## src/rtl/wb_pkg.sv

```systemverilog
// Shared types and constants for the writeback stage and the load lane aligner.
package wb_pkg;

  typedef enum logic [1:0] {
    WB_IDLE  = 2'd0,
    WB_REQ   = 2'd1,
    WB_WAIT  = 2'd2,
    WB_WRITE = 2'd3
  } wb_state_t;

  localparam logic [1:0] SZ_BYTE = 2'b00;
  localparam logic [1:0] SZ_HALF = 2'b01;
  localparam logic [1:0] SZ_WORD = 2'b10;

  // Replicates the sign bit of a narrow value into a 32-bit word.
  function automatic logic [31:0] ext_byte(input logic [7:0] b, input logic is_unsigned);
    ext_byte = is_unsigned ? {24'h00_0000, b} : {{24{b[7]}}, b};
  endfunction

  function automatic logic [31:0] ext_half(input logic [15:0] h, input logic is_unsigned);
    ext_half = is_unsigned ? {16'h0000, h} : {{16{h[15]}}, h};
  endfunction

endpackage

```

## src/rtl/writeback_unit_load_align.sv

```systemverilog
// Combinational lane select and sign/zero extension of a loaded word.
// Shared with the LSU, so it carries no state of its own.
import wb_pkg::*;

module load_align (
  input  logic [31:0] i_rdata,
  input  logic [1:0]  i_addr,
  input  logic [1:0]  i_bytes,
  input  logic        i_unsigned,
  output logic [31:0] o_value
);

  logic [7:0]  w_byte;
  logic [15:0] w_half;

  // Pick the addressed byte/half lane and extend it to a full word.
  always_comb begin
    w_byte  = 8'h00;
    w_half  = 16'h0000;
    o_value = 32'h0000_0000;
    case (i_addr)
      2'b00:   w_byte = i_rdata[7:0];
      2'b01:   w_byte = i_rdata[15:8];
      2'b10:   w_byte = i_rdata[23:16];
      2'b11:   w_byte = i_rdata[31:24];
      default: w_byte = 8'h00;
    endcase
    if (i_addr[1]) begin
      w_half = i_rdata[31:16];
    end else begin
      w_half = i_rdata[15:0];
    end
    case (i_bytes)
      SZ_BYTE: o_value = ext_byte(w_byte, i_unsigned);
      SZ_HALF: o_value = ext_half(w_half, i_unsigned);
      SZ_WORD: o_value = i_rdata;
      default: o_value = i_rdata;
    endcase
  end

endmodule

```

## src/rtl/writeback_unit.sv

```systemverilog
// Final pipeline stage: writes ALU results straight to the register file and
// runs loads through a request/response handshake before writing them back.
import wb_pkg::*;

module writeback_unit #(
  parameter int XLEN       = 32,
  parameter int REG_ADDR_W = 5
) (
  input  logic                  clk,
  input  logic                  reset,
  input  logic                  run,
  input  logic                  ex_valid,
  output logic                  ex_ready,
  input  logic                  ex_reg_we,
  input  logic [REG_ADDR_W-1:0] ex_rd,
  input  logic                  ex_mem_to_reg,
  input  logic [XLEN-1:0]       ex_result,
  input  logic [1:0]            ex_bytes,
  input  logic                  ex_unsigned,
  output logic                  mem_req_valid,
  input  logic                  mem_req_ready,
  output logic [XLEN-1:0]       mem_addr,
  input  logic                  mem_rsp_valid,
  input  logic [XLEN-1:0]       mem_rdata,
  output logic                  reg_we,
  output logic [REG_ADDR_W-1:0] rd,
  output logic [XLEN-1:0]       reg_wdata,
  output logic                  busy
);

  wb_state_t             r_state;
  logic                  r_reg_we;
  logic [REG_ADDR_W-1:0] r_rd;
  logic [1:0]            r_lane;
  logic [1:0]            r_bytes;
  logic                  r_unsigned;
  logic [XLEN-1:0]       r_mem_addr;
  logic [XLEN-1:0]       r_wdata;
  logic                  r_rsp_seen;

  logic                  w_accept;
  logic [XLEN-1:0]       w_load_data;

  load_align u_load_align (
    .i_rdata    (mem_rdata),
    .i_addr     (r_lane),
    .i_bytes    (r_bytes),
    .i_unsigned (r_unsigned),
    .o_value    (w_load_data)
  );

  // Output decode from the state register; only run gates the handshakes.
  always_comb begin
    ex_ready      = reset & run & ((r_state == WB_IDLE) | (r_state == WB_WRITE));
    w_accept      = ex_valid & ex_ready;
    mem_req_valid = (r_state == WB_REQ);
    busy          = (r_state != WB_IDLE);
    reg_we        = (r_state == WB_WRITE) & run & r_reg_we & (r_rd != {REG_ADDR_W{1'b0}});
    rd            = r_rd;
    mem_addr      = r_mem_addr;
    reg_wdata     = r_wdata;
  end

  // Writeback FSM and the latched copy of the accepted op.
  always_ff @(posedge clk) begin
    if (!reset) begin
      r_state    <= WB_IDLE;
      r_reg_we   <= 1'b0;
      r_rd       <= {REG_ADDR_W{1'b0}};
      r_lane     <= 2'b00;
      r_bytes    <= SZ_BYTE;
      r_unsigned <= 1'b0;
      r_mem_addr <= {XLEN{1'b0}};
      r_wdata    <= {XLEN{1'b0}};
      r_rsp_seen <= 1'b0;
    end else begin
      if (w_accept) begin
        r_reg_we   <= ex_reg_we;
        r_rd       <= ex_rd;
        r_lane     <= ex_result[1:0];
        r_bytes    <= ex_bytes;
        r_unsigned <= ex_unsigned;
        r_rsp_seen <= 1'b0;
        if (ex_mem_to_reg) begin
          r_mem_addr <= {ex_result[XLEN-1:2], 2'b00};
        end else begin
          r_wdata <= ex_result;
        end
      end
      case (r_state)
        WB_IDLE: begin
          if (w_accept) begin
            r_state <= ex_mem_to_reg ? WB_REQ : WB_WRITE;
          end
        end
        // The request is already visible to memory, so it completes even with run low.
        WB_REQ: begin
          if (mem_req_ready) begin
            r_state <= WB_WAIT;
          end
        end
        // First response is kept; r_rsp_seen remembers it while run is low.
        WB_WAIT: begin
          if (mem_rsp_valid && !r_rsp_seen) begin
            r_wdata    <= w_load_data;
            r_rsp_seen <= 1'b1;
          end
          if (run && (mem_rsp_valid || r_rsp_seen)) begin
            r_state <= WB_WRITE;
          end
        end
        WB_WRITE: begin
          if (run) begin
            if (w_accept) begin
              r_state <= ex_mem_to_reg ? WB_REQ : WB_WRITE;
            end else begin
              r_state <= WB_IDLE;
            end
          end
        end
        default: r_state <= WB_IDLE;
      endcase
    end
  end

endmodule

```

## config.mk

```make
export PLATFORM = sky130hd
export DESIGN_NAME = writeback_unit
export DESIGN_NICKNAME = d
export VERILOG_FILES = /design/src/rtl/wb_pkg.sv /design/src/rtl/writeback_unit_load_align.sv /design/src/rtl/writeback_unit.sv
export SDC_FILE = /design/constraint.sdc
export NUM_CORES = 1
export LEC_CHECK = 0
export ABC_AREA = 1
export BUFFER_PORTS_ARGS = -buffer_cell sky130_fd_sc_hd__buf_2
export CAP_MARGIN = 20
export CORE_MARGIN = 2
export CORE_UTILIZATION = 45
export CTS_CLUSTER_DIAMETER = 120
export CTS_CLUSTER_SIZE = 28
export DETAILED_ROUTE_END_ITERATION = 8
export PLACE_DENSITY = 0.77
export SETUP_SLACK_MARGIN = 0.5
export SLEW_MARGIN = 20
export SYNTH_ARGS = -nofsm -noshare
export SYNTH_HDL_FRONTEND = slang
export SYNTH_SLANG_ARGS = --single-unit
```

## constraint.sdc

```tcl
create_clock -name clk -period 1.7 [get_ports clk]
set_input_delay 0.255 -clock clk [delete_from_list [all_inputs] [get_ports clk]]
set_output_delay 0.255 -clock clk [all_outputs]
set_load 0.05 [all_outputs]
```

# Word level (Yosys, flattened, before mapping)
# Index checks and enable logic that the tools add are counted.
# op_classes
eq_ne	11
mux	19
n_bitwise	7
reduce_logical	11
# op_table
op	count
2-to-1 mux 32 bit	6
case mux 32 bit (2 select lines)	1
case mux 8 bit (4 select lines)	1
2-to-1 mux 16 bit	1
2-to-1 mux 2 bit	6
equality test 2 bit, second input constant	4
case mux 2 bit (4 select lines)	1
bitwise AND 1 bit	6
equality test 2 x 1 -> 1 bit, second input constant	3
logical NOT 2 bit	3
!= test 2 bit, second input constant	3
nonzero test 5 bit	1
AND reduction 4 bit	1
2-to-1 mux 1 bit	3
logical AND 1 bit	2
!= test 2 x 1 -> 1 bit, second input constant	1
AND reduction 2 bit	1
nonzero test 2 bit	1
logical NOT 1 bit	1
logical OR 1 bit	1
OR 1 bit	1
# totals
register_bits	76
input_bits	80
out_inout_bits	73
elab_cells	57

# Logic depth before layout (Yosys ltp)
# Gate-level depths: netlist (run 1).
# logic_depth
word_depth	7
depth_mapped	12
mapped_depth_nobuf	11

# Hierarchy
# A second synthesis (run 1) with hierarchy kept.
# hier_totals
cells_unflattened	640
area_unflattened_um2	4255.3
# modules_own_cells
module	n_inst	cells_each	area_per_inst_um2	seq_area_each_um2
writeback_unit	1	471	3375.7	1521.5
load_align	1	169	879.6	0.0

# Worst setup path before layout (run 1)
# No wires, ideal clock.
# synth_timing
path_type	reg2reg
startpoint	reg r_state[0]
endpoint	reg r_wdata[21], in the netlist reg_wdata[21]
arrival_ps	1708
slack_ps	-72
stages_incl_launch_ff	10
period_less_slack_ps	1772
path_cell_list	dfxtp_1 > inv_1 > ha_1 > nor2_4 > buf_6 > buf_2 > nand4_1 > nand3_1 > nand2_1 > nor2_1
# synth_via
elab_chain_len	7
elab_cells_between_ends	9
classes_between	eq/ne: 2; mux: 3; bitwise: 3; reduce/logical: 1
# synth_lines
item	line	rtl
from (decl)	writeback_unit.sv:31	wb_state_t r_state;
from (signal assigned)	writeback_unit.sv:93	r_state <= ex_mem_to_reg ? WB_REQ : WB_WRITE;
from (signal assigned)	writeback_unit.sv:115	r_state <= ex_mem_to_reg ? WB_REQ : WB_WRITE;
equality test 2 bit or logical NOT 2 bit (tied branches)	writeback_unit.sv:54	ex_ready = reset & run & ((r_state == WB_IDLE) | (r_state == WB_WRITE));
OR 1 bit *	writeback_unit.sv:54	
bitwise AND 1 bit *	writeback_unit.sv:54	
via ex_ready	writeback_unit.sv:13	output logic ex_ready,
bitwise AND 1 bit *	writeback_unit.sv:55	w_accept = ex_valid & ex_ready;
2-to-1 mux 32 bit *	writeback_unit.sv:77	if (w_accept) begin
2-to-1 mux 32 bit	writeback_unit.sv:104	if (mem_rsp_valid && !r_rsp_seen) begin
2-to-1 mux 32 bit *	writeback_unit.sv:90	case (r_state)
to (signal assigned)	writeback_unit.sv:74	r_wdata <= {XLEN{1'b0}};
to (signal assigned)	writeback_unit.sv:87	r_wdata <= ex_result;
to (signal assigned)	writeback_unit.sv:105	r_wdata <= w_load_data;
to (decl)	writeback_unit.sv:38	logic [XLEN-1:0] r_wdata;
# Mark *: on every way through the listed nets, which the timed path passes. The rest lies on a longest branch.
# A chain may end at the register's enable or synchronous reset.

# Worst setup path in the final report (run 1)
# layout_timing
startpoint	reg r_state[1]
endpoint	reg r_wdata[27], in the netlist reg_wdata[27]
# layout_via
elab_chain_len	7
elab_cells_between_ends	9
classes_between	eq/ne: 2; mux: 3; bitwise: 3; reduce/logical: 1
# layout_lines
item	line
equality test 2 bit or logical NOT 2 bit (tied branches)	writeback_unit.sv:54
OR 1 bit	writeback_unit.sv:54
bitwise AND 1 bit	writeback_unit.sv:54
bitwise AND 1 bit	writeback_unit.sv:55
2-to-1 mux 32 bit	writeback_unit.sv:77
2-to-1 mux 32 bit	writeback_unit.sv:104
2-to-1 mux 32 bit *	writeback_unit.sv:90
# Every way passes the cells marked *; elsewhere a longest branch is shown, timed or not.

==> results of run 1 <==
[worst max-delay path: cells and delay by family (launching register included)]
| kind | cells | cell delay (ps) |
|---|---|---|
| buffers and inverters | 4 | 490 |
| flip-flops | 1 | 370 |
| adder cells (fa/ha/maj) | 1 | 240 |
| AO/OA/AOI/OAI | 1 | 130 |
| AND/OR/NAND/NOR | 5 | 430 |
[cells by family after synthesis]
family	after synthesis
flops	76
compound gates	91
buf+inv	93
fa+ha+maj	4
other cells	1
simple gates	396
[power by group through the flow]
stage,Clock [mW],Combinational (mW),Sequential (mW)
2_1_floorplan,0,1.29,3.05
3_3_place_gp,0,2.75,2.24
3_5_place_dp,0,2.78,2.25
4_1_cts,1.45,3.21,2.24
5_1_grt,1.55,3.81,2.32
6_report,1.46,3.57,2.29
[placed cells by master, fill, tap and decap left out, drive strengths merged]
| cell | count |
|---|---|
| nand2 | 217 |
| clkinv | 4 |
| ha | 4 |
| dfxtp | 76 |
| nor3 | 21 |
| nand4 | 13 |
| nand3 | 48 |
| inv | 49 |
| o21ai | 47 |
| a21oi | 44 |
| nor2 | 95 |
| nand3b | 1 |
| clkinvlp | 2 |
| buf | 202 |
| clkbuf | 16 |
| conb | 2 |
| bufinv | 1 |
| and2 | 1 |
[state kept, by name, indices dropped and copies added (netlist names), 2 cells and up]
register and flops:
rd 5, mem_addr 30, r_state 2, r_lane 2, r_bytes 2, reg_wdata 32
[worst max-delay path by stage]
| stage | endpoint | slack (ps) |
|---|---|---|
| after floorplan | reg_wdata[23] | 170 |
| after global placement | reg_wdata[6] | 100 |
| after detailed placement | reg_wdata[3] | 40 |
| after CTS | reg_wdata[2] | 10 |
| after global routing | reg_wdata[7] | -150 |
| final | reg_wdata[27] | -70 |
[per-stage QoR]
stage	area (sq um)	util, %
floorplan	4230	-
global placement	5020	57.1
detailed placement	5020	57.1
CTS	5820	66.1
global route	6360	72.2
finish	6360	72.2
[per-layer routing]
metal / share of wire, % / global-route usage [%] / vias to the layer above
li1: - / - / 2449
met3: 8.8 / 6.32 / 31
met5: 0 / 0 / -
met1: 41 / 36.6 / 2358
met2: 48 / 48.1 / 274
met4: 1.9 / 8.75 / 0
[layout make-up]
type	count	area (sq um)
clock buffer	10	138
clock inverter	6	63.8
fill	709	2450
inverter	50	205
multi-input combinational	493	2460
sequential	76	1550
tap	108	135
timing repair buffer	208	1800
[repair_timing]
action                     4_1_cts  5_1_grt
hold buffers                     0        0
gates resized for setup        142       89
buffers inserted                14       14
pin swaps                        8       34
setup endpoints to repair      146      110
cloned                           3        8
==> metrics, run 1 <==
run status complete, but fails checks; violated checks negative setup slack; post-synthesis cell type with the largest combined area sky130_fd_sc_hd__dfxtp_1; initial core utilization 46.7%; buffer type at the clock tree root sky130_fd_sc_hd__clkbuf_8; max-slew violation total from the final report 0; final wirelength approximately 16 mm; leading post-synthesis cells by cell area sky130_fd_sc_hd__dfxtp_1 (37%), sky130_fd_sc_hd__nand2_1 (19%), sky130_fd_sc_hd__nor2_1 (7.9%); minimum setup slack among reg-to-reg paths -70 ps; internal power approximately 4 mW; xor/xnor cell area share of the yosys netlist 0%; CTS H-tree lvls 3; first-pass GRT wire length ~23 mm; Crit Path Class reg -> reg; share of flip-flops with an asynchronous set or reset 0%; Adder-Cell Fraction of Synth Area under 10%; Design Power around 7.3 mW; clock-pin slew of the registers on the worst-case setup and hold paths 90 ps; CP Launch Type flip-flop; worst slack at placement approximately 44 ps; non-filler instance count after layout 951; Worst Hold Launch ex_result[6]; fin worst setup slack -70.0 ps; count of unique library cells instantiated by Yosys 27; worst rel slew slack ~48%; area share of the leading cell type in the synthesized netlist approximately 37%; share of cell area taken by muxes after synthesis 0%; number of DRC markers in iteration 0 393; most common cell in the synthesized netlist sky130_fd_sc_hd__nand2_1; synthesized instance count 661; #FFs+latches synth between 70 and 80; required time of the critical path between 1500 and 2000 ps; worst hold margin 127 ps; synthesized area per cell around 6.2 sq um; type of element capturing the critical path flip-flop; sequential share of power a little under a third; area of the die 9930 sq um; drt wl/cell 16.7 um; cell repeated most along the worst path sky130_fd_sc_hd__buf_6; clock net sink count 76; fraction of layout cells with a size suffix above 1 39.7%; most instantiated flip-flop cell in the synthesis netlist sky130_fd_sc_hd__dfxtp_1; die extent in y approximately 100 um; skew final 11.8 ps; minimum clock period after layout approximately 1800 ps; iteration count of the initial detailed-routing pass 6; count of boundary I/O pins ~150; delay contributed by the slowest stage of the critical path 370 ps; reg-to-reg endpoint reg_wdata[27]; cell area after technology mapping ~4100 sq um; Remaining DRCs 0; signal arrival time at the worst endpoint ~2000 ps; share of the yosys chip area belonging to registers 37.0%; Pwr Density approximately 1200 nW/um^2; vias in the first global route roughly 4600; Worst Hold Class in -> reg; max_cap viols 0; critical path peak fanout 7; global routing usage summed across all routing layers roughly 29%; final sum of negative setup slack -1070 ps; Crit. Startpoint r_state[1]; number of buffers added by the clock tree synthesis step 9; hold depth 3; chip width 99.6 um; main combinational cell family by area after synthesis simple AND/OR/NAND/NOR gates; maximum vdd ir drop roughly 0.65 mV; net switching power 3.21 mW; Pleak 3.11 nW; Synth top cells by count sky130_fd_sc_hd__nand2_1 (213), sky130_fd_sc_hd__nor2_1 (87), sky130_fd_sc_hd__dfxtp_1 (76); clk_lat worst skew between 300 and 400 ps; Post-DP HPWL between 9 and 10 mm; switching part of the total power between 40% and 50%; Post-Synth Simple-Gate Area about two fifths; vias after detailed routing between 5000 and 6000; average via count per standard cell 5.38; number of failing setup endpoints in the final timing report 35; post-route antenna net violation count 0; largest net degree at the start of global routing 71; Diodes inserted 0; Comb pwr share between 40% and 50%; instance count after placement with tap cells included about 900; startpoint of the lowest-slack register-to-register path r_state[1]; global placer's final weighted congestion about 0.88; Placeable Area around 9000 sq um; Register-to-Register Path Depth 11; number of nets at the end of the flow roughly 920; transition at the pin with the smallest max-transition slack slightly below 800 ps; row count 34; period utilization 104%; RSZ-0062 raised after global routing yes; synthesis warning total 0; Max Clock Freq 565 MHz; antenna violations before repair 0; GRT Residual Overflow 0; CTS tree built; slowest library cell on the worst path sky130_fd_sc_hd__dfxtp_4; Post-synth EDFFs 0; count of input and output buffers 150; critical path cell sequence inv_4 -> ha_4 -> nor2_4 -> buf_6 -> buf_6 -> nand3_4 -> buf_12 -> nand2_4 -> nand2_2 -> o21ai_1 -> nor2_1; largest buffer count on any clock path 2; relative contribution of the clock network to total power approximately a fifth; endpoints failing hold 0; area added between synthesis and finish 54.5%; area fraction in compound gates after synthesis ~11%; worst min-delay path endpoint reg_wdata[6]
Power figures use the tool's default switching activity.
==> inputs of run 2 (changes only) <==
--- a/config.mk
+++ b/config.mk
@@ -9,13 +9,13 @@
 export BUFFER_PORTS_ARGS = -buffer_cell sky130_fd_sc_hd__buf_2
 export CAP_MARGIN = 20
 export CORE_MARGIN = 2
-export CORE_UTILIZATION = 45
+export CORE_UTILIZATION = 50
 export CTS_CLUSTER_DIAMETER = 120
 export CTS_CLUSTER_SIZE = 28
 export DETAILED_ROUTE_END_ITERATION = 8
-export PLACE_DENSITY = 0.77
+export PLACE_DENSITY = 0.81
 export SETUP_SLACK_MARGIN = 0.5
-export SLEW_MARGIN = 20
+export SLEW_MARGIN = 0
 export SYNTH_ARGS = -nofsm -noshare
 export SYNTH_HDL_FRONTEND = slang
 export SYNTH_SLANG_ARGS = --single-unit
==> constraint.sdc (replaced) <==
create_clock -name clk -period 2 [get_ports clk]
set_input_delay 0.3 -clock clk [delete_from_list [all_inputs] [get_ports clk]]
set_output_delay 0.3 -clock clk [all_outputs]
set_load 0.05 [all_outputs]
==> metrics, run 2 (synthesis results as in run 1) <==
worst slack at placement approximately 210 ps; Pleak approximately 3.3 nW; startpoint of the lowest-slack register-to-register path r_state[0]; row count 33; count of input and output buffers 150; slowest library cell on the worst path sky130_fd_sc_hd__dfxtp_4; vias in the first global route about 4900; fin worst setup slack approximately 85 ps; chip width between 90 and 100 um; Max Clock Freq 522 MHz; period utilization 95.8%; area added between synthesis and finish 56.7%; final wirelength 18.4 mm; antenna violations before repair 0; Register-to-Register Path Depth 9; Design Power 6.52 mW; critical path cell sequence inv_4 -> ha_4 -> nor2_4 -> buf_6 -> nand2_4 -> nor2_4 -> bufbuf_16 -> o21ai_0 -> nor2_1; Worst Hold Launch ex_rd[1]; global routing usage summed across all routing layers about a third; buffer type at the clock tree root sky130_fd_sc_hd__clkbuf_8; post-route cell area approximately 6400 sq um; endpoints failing hold 0; CP Launch Type flip-flop; Worst Hold Class in -> reg; clock-pin slew of the registers on the worst-case setup and hold paths roughly 90 ps; vias after detailed routing 5649; area of combinational cells with multiple inputs ~2600 sq um; most common cell after layout, fill and taps aside sky130_fd_sc_hd__nand2_1; largest net degree at the start of global routing 71; initial core utilization 50.9%; hold depth 3; max_cap viols 0; GRT Residual Overflow 0; required time of the critical path roughly 2300 ps; Diodes inserted 0; Register Area 1530 sq um; signal arrival time at the worst endpoint approximately 2200 ps; skew final between 10 and 15 ps; average via count per standard cell slightly below 6; worst hold margin roughly 170 ps; number of nets at the end of the flow 933; RSZ-0062 raised after global routing yes; clock net sink count 76; number of failing setup endpoints in the final timing report 0; final core occ between 70 and 80%; drt wl/cell ~19 um; post-route antenna net violation count 0; global placer's final weighted congestion 0.929; number of buffers added by the clock tree synthesis step 9; Pwr Density 1010 nW/um^2; number of DRC markers in iteration 0 ~530; iteration count of the initial detailed-routing pass 8; clk_lat worst skew between 300 and 400 ps; CTS tree built; critical path peak fanout 10; number of flip-flops in the largest register 32; area of the die 8970 sq um; Post-DP HPWL ~9.3 mm; type of element capturing the critical path flip-flop; Placeable Area just over 8000 sq um; CTS H-tree lvls 3; run status finished clean; delay contributed by the slowest stage of the critical path 380 ps; fraction of layout cells with a size suffix above 1 40.2%; die extent in y 94.7 um; Placed Area a little under 5000 sq um; worst rel slew slack between 50% and 60%; number of hold buffers added after CTS 0; maximum vdd ir drop 0.632 mV; minimum clock period after layout ~1900 ps; commonest cells after routing, fill and taps aside sky130_fd_sc_hd__nand2_1 (177), sky130_fd_sc_hd__buf_2 (146), sky130_fd_sc_hd__nor2_1 (77); Remaining DRCs 0; count of boundary I/O pins approximately 150; Crit Path Class reg -> reg; number of fillers in the final layout approximately 530; transition at the pin with the smallest max-transition slack about 680 ps; first-pass GRT wire length between 20 and 25 mm; largest buffer count on any clock path 2; max-slew violation total from the final report 0; cell repeated most along the worst path sky130_fd_sc_hd__nor2_4; Crit. Startpoint r_state[0]
[run 2: cell count changes in the layout (fill, tap and decap cells not counted), sizes merged, moves of 2 or more]
cell      delta
inv          -2
clkinvlp     +3
clkinv       -2
buf          +8
[run 2: cell type report]
| cell class | count | area share (%) |
|---|---|---|
| multi-input cells | 494 | 40.0 |
| repair buffers | 217 | 27.3 |
| flip-flops and latches | 76 | 23.7 |
| inverters | 50 | 3.34 |
| clock buffers | 10 | 2.13 |
| well taps | 105 | 2.04 |
| clock inverters | 5 | 1.30 |
| repair inverters | 1 | 0.116 |
[run 2: worst max-delay path, delay by kind of cell (launching register included)]
kind	cells	cell delay, ps
flops	1	380
compound gates	1	140
fa+ha+maj	1	240
simple gates	4	590
buf+inv	3	500
[run 2: report_power, final]
group	switching [mW]	internal (mW)	leakage [nW]
logic	2.10	1.11	2.54
clock network	0.631	0.734	0.105
registers	0.194	1.75	0.620
[run 2: path summary, 6_finish.rpt]
path / endpoint / slack, ps
worst max-delay path: mem_addr[18] / 80
worst min register to register: rd[1] / 500
worst max register to register: mem_addr[18] / 80
worst min-delay path: rd[1] / 170
[run 2: layer usage]
metal / vias up / share of wire [%] / global-route usage [%]
met4: 0 / 6.3 / 18.7
met5: - / 0 / 0
met1: 2599 / 35 / 40.7
li1: 2472 / - / -
met2: 455 / 47 / 54.8
met3: 123 / 11 / 7.98
[run 2: through the flow]
stage,cells,setup TNS (ps)
2_1_floorplan,662,0
3_3_place_gp,888,0
3_5_place_dp,888,0
4_1_cts,937,0
5_1_grt,958,-0.588
6_report,958,0
[run 2: timing repair]
action                     4_1_cts  5_1_grt
gates resized for setup         87       83
setup buffers                   26       12
setup endpoints to repair       70       80
cloned                           8        9
pin swaps                       30       68
==> inputs of run 3 (changes only) <==
--- a/config.mk
+++ b/config.mk
@@ -5,17 +5,18 @@
 export SDC_FILE = /design/constraint.sdc
 export NUM_CORES = 1
 export LEC_CHECK = 0
-export ABC_AREA = 1
+export ABC_AREA = 0
 export BUFFER_PORTS_ARGS = -buffer_cell sky130_fd_sc_hd__buf_2
 export CAP_MARGIN = 20
 export CORE_MARGIN = 2
-export CORE_UTILIZATION = 50
+export CORE_UTILIZATION = 49
 export CTS_CLUSTER_DIAMETER = 120
 export CTS_CLUSTER_SIZE = 28
 export DETAILED_ROUTE_END_ITERATION = 8
-export PLACE_DENSITY = 0.81
+export PLACE_DENSITY = 0.8
+export RECOVER_POWER = 50
 export SETUP_SLACK_MARGIN = 0.5
-export SLEW_MARGIN = 0
+export SLEW_MARGIN = 20
 export SYNTH_ARGS = -nofsm -noshare
 export SYNTH_HDL_FRONTEND = slang
 export SYNTH_SLANG_ARGS = --single-unit
==> metrics, run 3 <==
Remaining DRCs 0; Pleak 2.19 nW; buffer type at the clock tree root sky130_fd_sc_hd__clkbuf_8; chip width approximately 93 um; #FFs+latches synth 76; CTS H-tree lvls 3; post-synthesis cell type with the largest combined area sky130_fd_sc_hd__dfxtp_1; row count 32; Crit. Startpoint r_state[1]; reg-to-reg endpoint mem_addr[6]; startpoint of the lowest-slack register-to-register path r_state[1]; Synth top cells by count sky130_fd_sc_hd__nand2_1 (108), sky130_fd_sc_hd__dfxtp_1 (76), sky130_fd_sc_hd__a21oi_1 (44); count of input and output buffers 150; final wirelength approximately 14 mm; area share of the leading cell type in the synthesized netlist 39.0%; skew final 8.92 ps; average via count per standard cell ~6.1; xor/xnor cell area share of the yosys netlist 0%; drt wl/cell 20.1 um; leading post-synthesis cells by cell area sky130_fd_sc_hd__dfxtp_1 (39%), sky130_fd_sc_hd__nand2_1 (10%), sky130_fd_sc_hd__a221oi_2 (6.9%); hold depth 3; Pwr Density 859 nW/um^2; clk_lat worst skew roughly 360 ps; run status finished clean; Post-Synth Simple-Gate Area between 10% and 20%; clock-pin slew of the registers on the worst-case setup and hold paths about 80 ps; endpoints failing hold 0; critical path capture point mem_addr[6]; worst rel slew slack 57.2%; minimum setup slack among reg-to-reg paths between 200 and 250 ps; largest buffer count on any clock path 2; slowest library cell on the worst path sky130_fd_sc_hd__dfxtp_1; maximum vdd ir drop ~0.62 mV; share of the yosys chip area belonging to registers between 30% and 40%; fraction of layout cells with a size suffix above 1 between 40% and 50%; Max Clock Freq ~560 MHz; number of failing setup endpoints in the final timing report 0; GRT Residual Overflow 0; synthesized area per cell ~9 sq um; share of cell area taken by muxes after synthesis between 10% and 20%; number of DRC markers in iteration 0 413; Crit Path Class reg -> reg; fin worst setup slack 206 ps; number of buffers added by the clock tree synthesis step 9; Post-synth EDFFs 0; main combinational cell family by area after synthesis compound AO/OA/AOI/OAI gates; count of unique library cells instantiated by Yosys between 40 and 50; max-slew violation total from the final report 0; synthesized instance count ~430; number of hold buffers added after CTS 0; clock net sink count 76; final sum of negative setup slack 0 ps; antenna violations before repair 1; cell area after technology mapping approximately 4000 sq um; signal arrival time at the worst endpoint 2090 ps; transition at the pin with the smallest max-transition slack 645 ps; iteration count of the initial detailed-routing pass 5; initial core utilization around 50%; Post-DP HPWL about 8.5 mm; vias in the first global route slightly above 4000; CTS tree built; area fraction in compound gates after synthesis a little over a quarter; final core occ 74.8%; first-pass GRT wire length ~21 mm; largest net degree at the start of global routing 32; Register-to-Register Path Depth 8; RSZ-0062 raised after global routing yes; global routing usage summed across all routing layers 30.8%; count of boundary I/O pins 153; minimum clock period after layout approximately 1800 ps; number of flip-flops in the largest register 32; most common cell in the synthesized netlist sky130_fd_sc_hd__nand2_1; delay contributed by the slowest stage of the critical path around 400 ps; number of fillers in the final layout 540; CP Launch Type flip-flop; Placeable Area roughly 7700 sq um; global placer's final weighted congestion 0.942; most common cell after layout, fill and taps aside sky130_fd_sc_hd__nand2_1; Adder-Cell Fraction of Synth Area roughly 1.3%; area of the die between 8000 and 9000 sq um; critical path peak fanout 5; vias after detailed routing between 4000 and 5000; max_cap viols 0; most instantiated flip-flop cell in the synthesis netlist sky130_fd_sc_hd__dfxtp_1; post-route antenna net violation count 0; worst slack at placement 219 ps; share of flip-flops with an asynchronous set or reset 0%; Worst Hold Class in -> reg; synthesis warning total 0; period utilization approximately nine tenths; critical path cell sequence inv_4 -> ha_4 -> and4b_1 -> and2_4 -> buf_6 -> buf_16 -> nand2_4 -> a21oi_2; area added between synthesis and finish 48.2%; die extent in y ~93 um; number of nets at the end of the flow between 600 and 700; required time of the critical path between 2000 and 2500 ps; type of element capturing the critical path flip-flop; commonest cells after routing, fill and taps aside sky130_fd_sc_hd__nand2_1 (85), sky130_fd_sc_hd__buf_2 (79), sky130_fd_sc_hd__dfxtp_1 (73)
==> run 3: cell count changes after synthesis, moves of 7 or more <==
| cell | change |
|---|---|
| sky130_fd_sc_hd__a211oi_1 | +7 |
| sky130_fd_sc_hd__nor2_1 | -81 |
| sky130_fd_sc_hd__o21ai_0 | -33 |
| sky130_fd_sc_hd__nand4_1 | -13 |
| sky130_fd_sc_hd__a22o_1 | +14 |
| sky130_fd_sc_hd__a221oi_2 | +18 |
| sky130_fd_sc_hd__nor3_1 | -20 |
| sky130_fd_sc_hd__mux2i_1 | +26 |
| sky130_fd_sc_hd__a22oi_1 | +9 |
| sky130_fd_sc_hd__a221oi_1 | +13 |
| sky130_fd_sc_hd__nor2_2 | -7 |
| sky130_fd_sc_hd__nand3_1 | -42 |
| sky130_fd_sc_hd__inv_1 | -35 |
| sky130_fd_sc_hd__nand2_1 | -105 |
==> run 3: area by class of cell <==
cell class                 instances  area, sq um  share of cell area, %
clock inverter                     6         88.8                   1.54
timing repair buffer             194         1290                   22.3
tap                              102          128                   2.21
antenna                            1         2.50                 0.0433
clock buffer                      10          128                   2.21
multi-input combinational        307         2570                   44.4
sequential                        76         1530                   26.4
inverter                          12         52.6                  0.909
==> run 3: worst max-delay path: cells and delay by family, from the launching register on <==
kind	cells	cell delay (ps)
buffers and inverters	3	330
AND/OR/NAND/NOR	3	640
flip-flops	1	400
AO/OA/AOI/OAI	1	120
adder cells (fa/ha/maj)	1	240
==> run 3: routing by layer <==
layer	GRT usage, %	wire [um]	vias to the layer above
li1	-	-	1925
met1	37.9	5480	2074
met2	51.7	6970	255
met3	5.72	1170	54
met4	15.0	584	0
met5	0	0	-
==> run 3: worst min path at each step <==
stage | start | to
finish | ex_rd[3] | rd[3]
global route | ex_result[24] | mem_addr[24]
CTS | ex_rd[3] | rd[3]
detailed placement | mem_addr[21] | mem_addr[21]
global placement | mem_addr[13] | mem_addr[13]
floorplan | ex_reg_we | r_reg_we
==> run 3: report_power, final <==
| group | internal (mW) | switching (mW) |
|---|---|---|
| registers | 1.65 | 0.0995 |
| clock network | 0.703 | 0.611 |
| logic | 0.709 | 1.19 |
==> run 3: logic make-up after synthesis <==
group / after synthesis
adder cells (fa/ha/maj): 4
multiplexers: 35
buffers and inverters: 51
other: 1
AND/OR/NAND/NOR: 135
AO/OA/AOI/OAI: 131
flip-flops: 76
==> run 3: repair_timing <==
item / 4_1_cts / 5_1_grt
gates cloned: 6 / 0
pin swaps: 23 / 36
resized for setup: 74 / 66
endpoints found under the setup margin: 70 / 69
buffers inserted: 13 / 2
==> run 3: through the flow <==
stage	cells	hold WS, ps	power, mW	instance area [sq um]
after CTS	705	181	4.82	5590
after detailed placement	670	445	3.27	4830
after global placement	670	438	3.24	4830
after global routing	708	194	5.11	5780
after floorplan	434	436	2.87	3940
final	708	179	4.97	5780
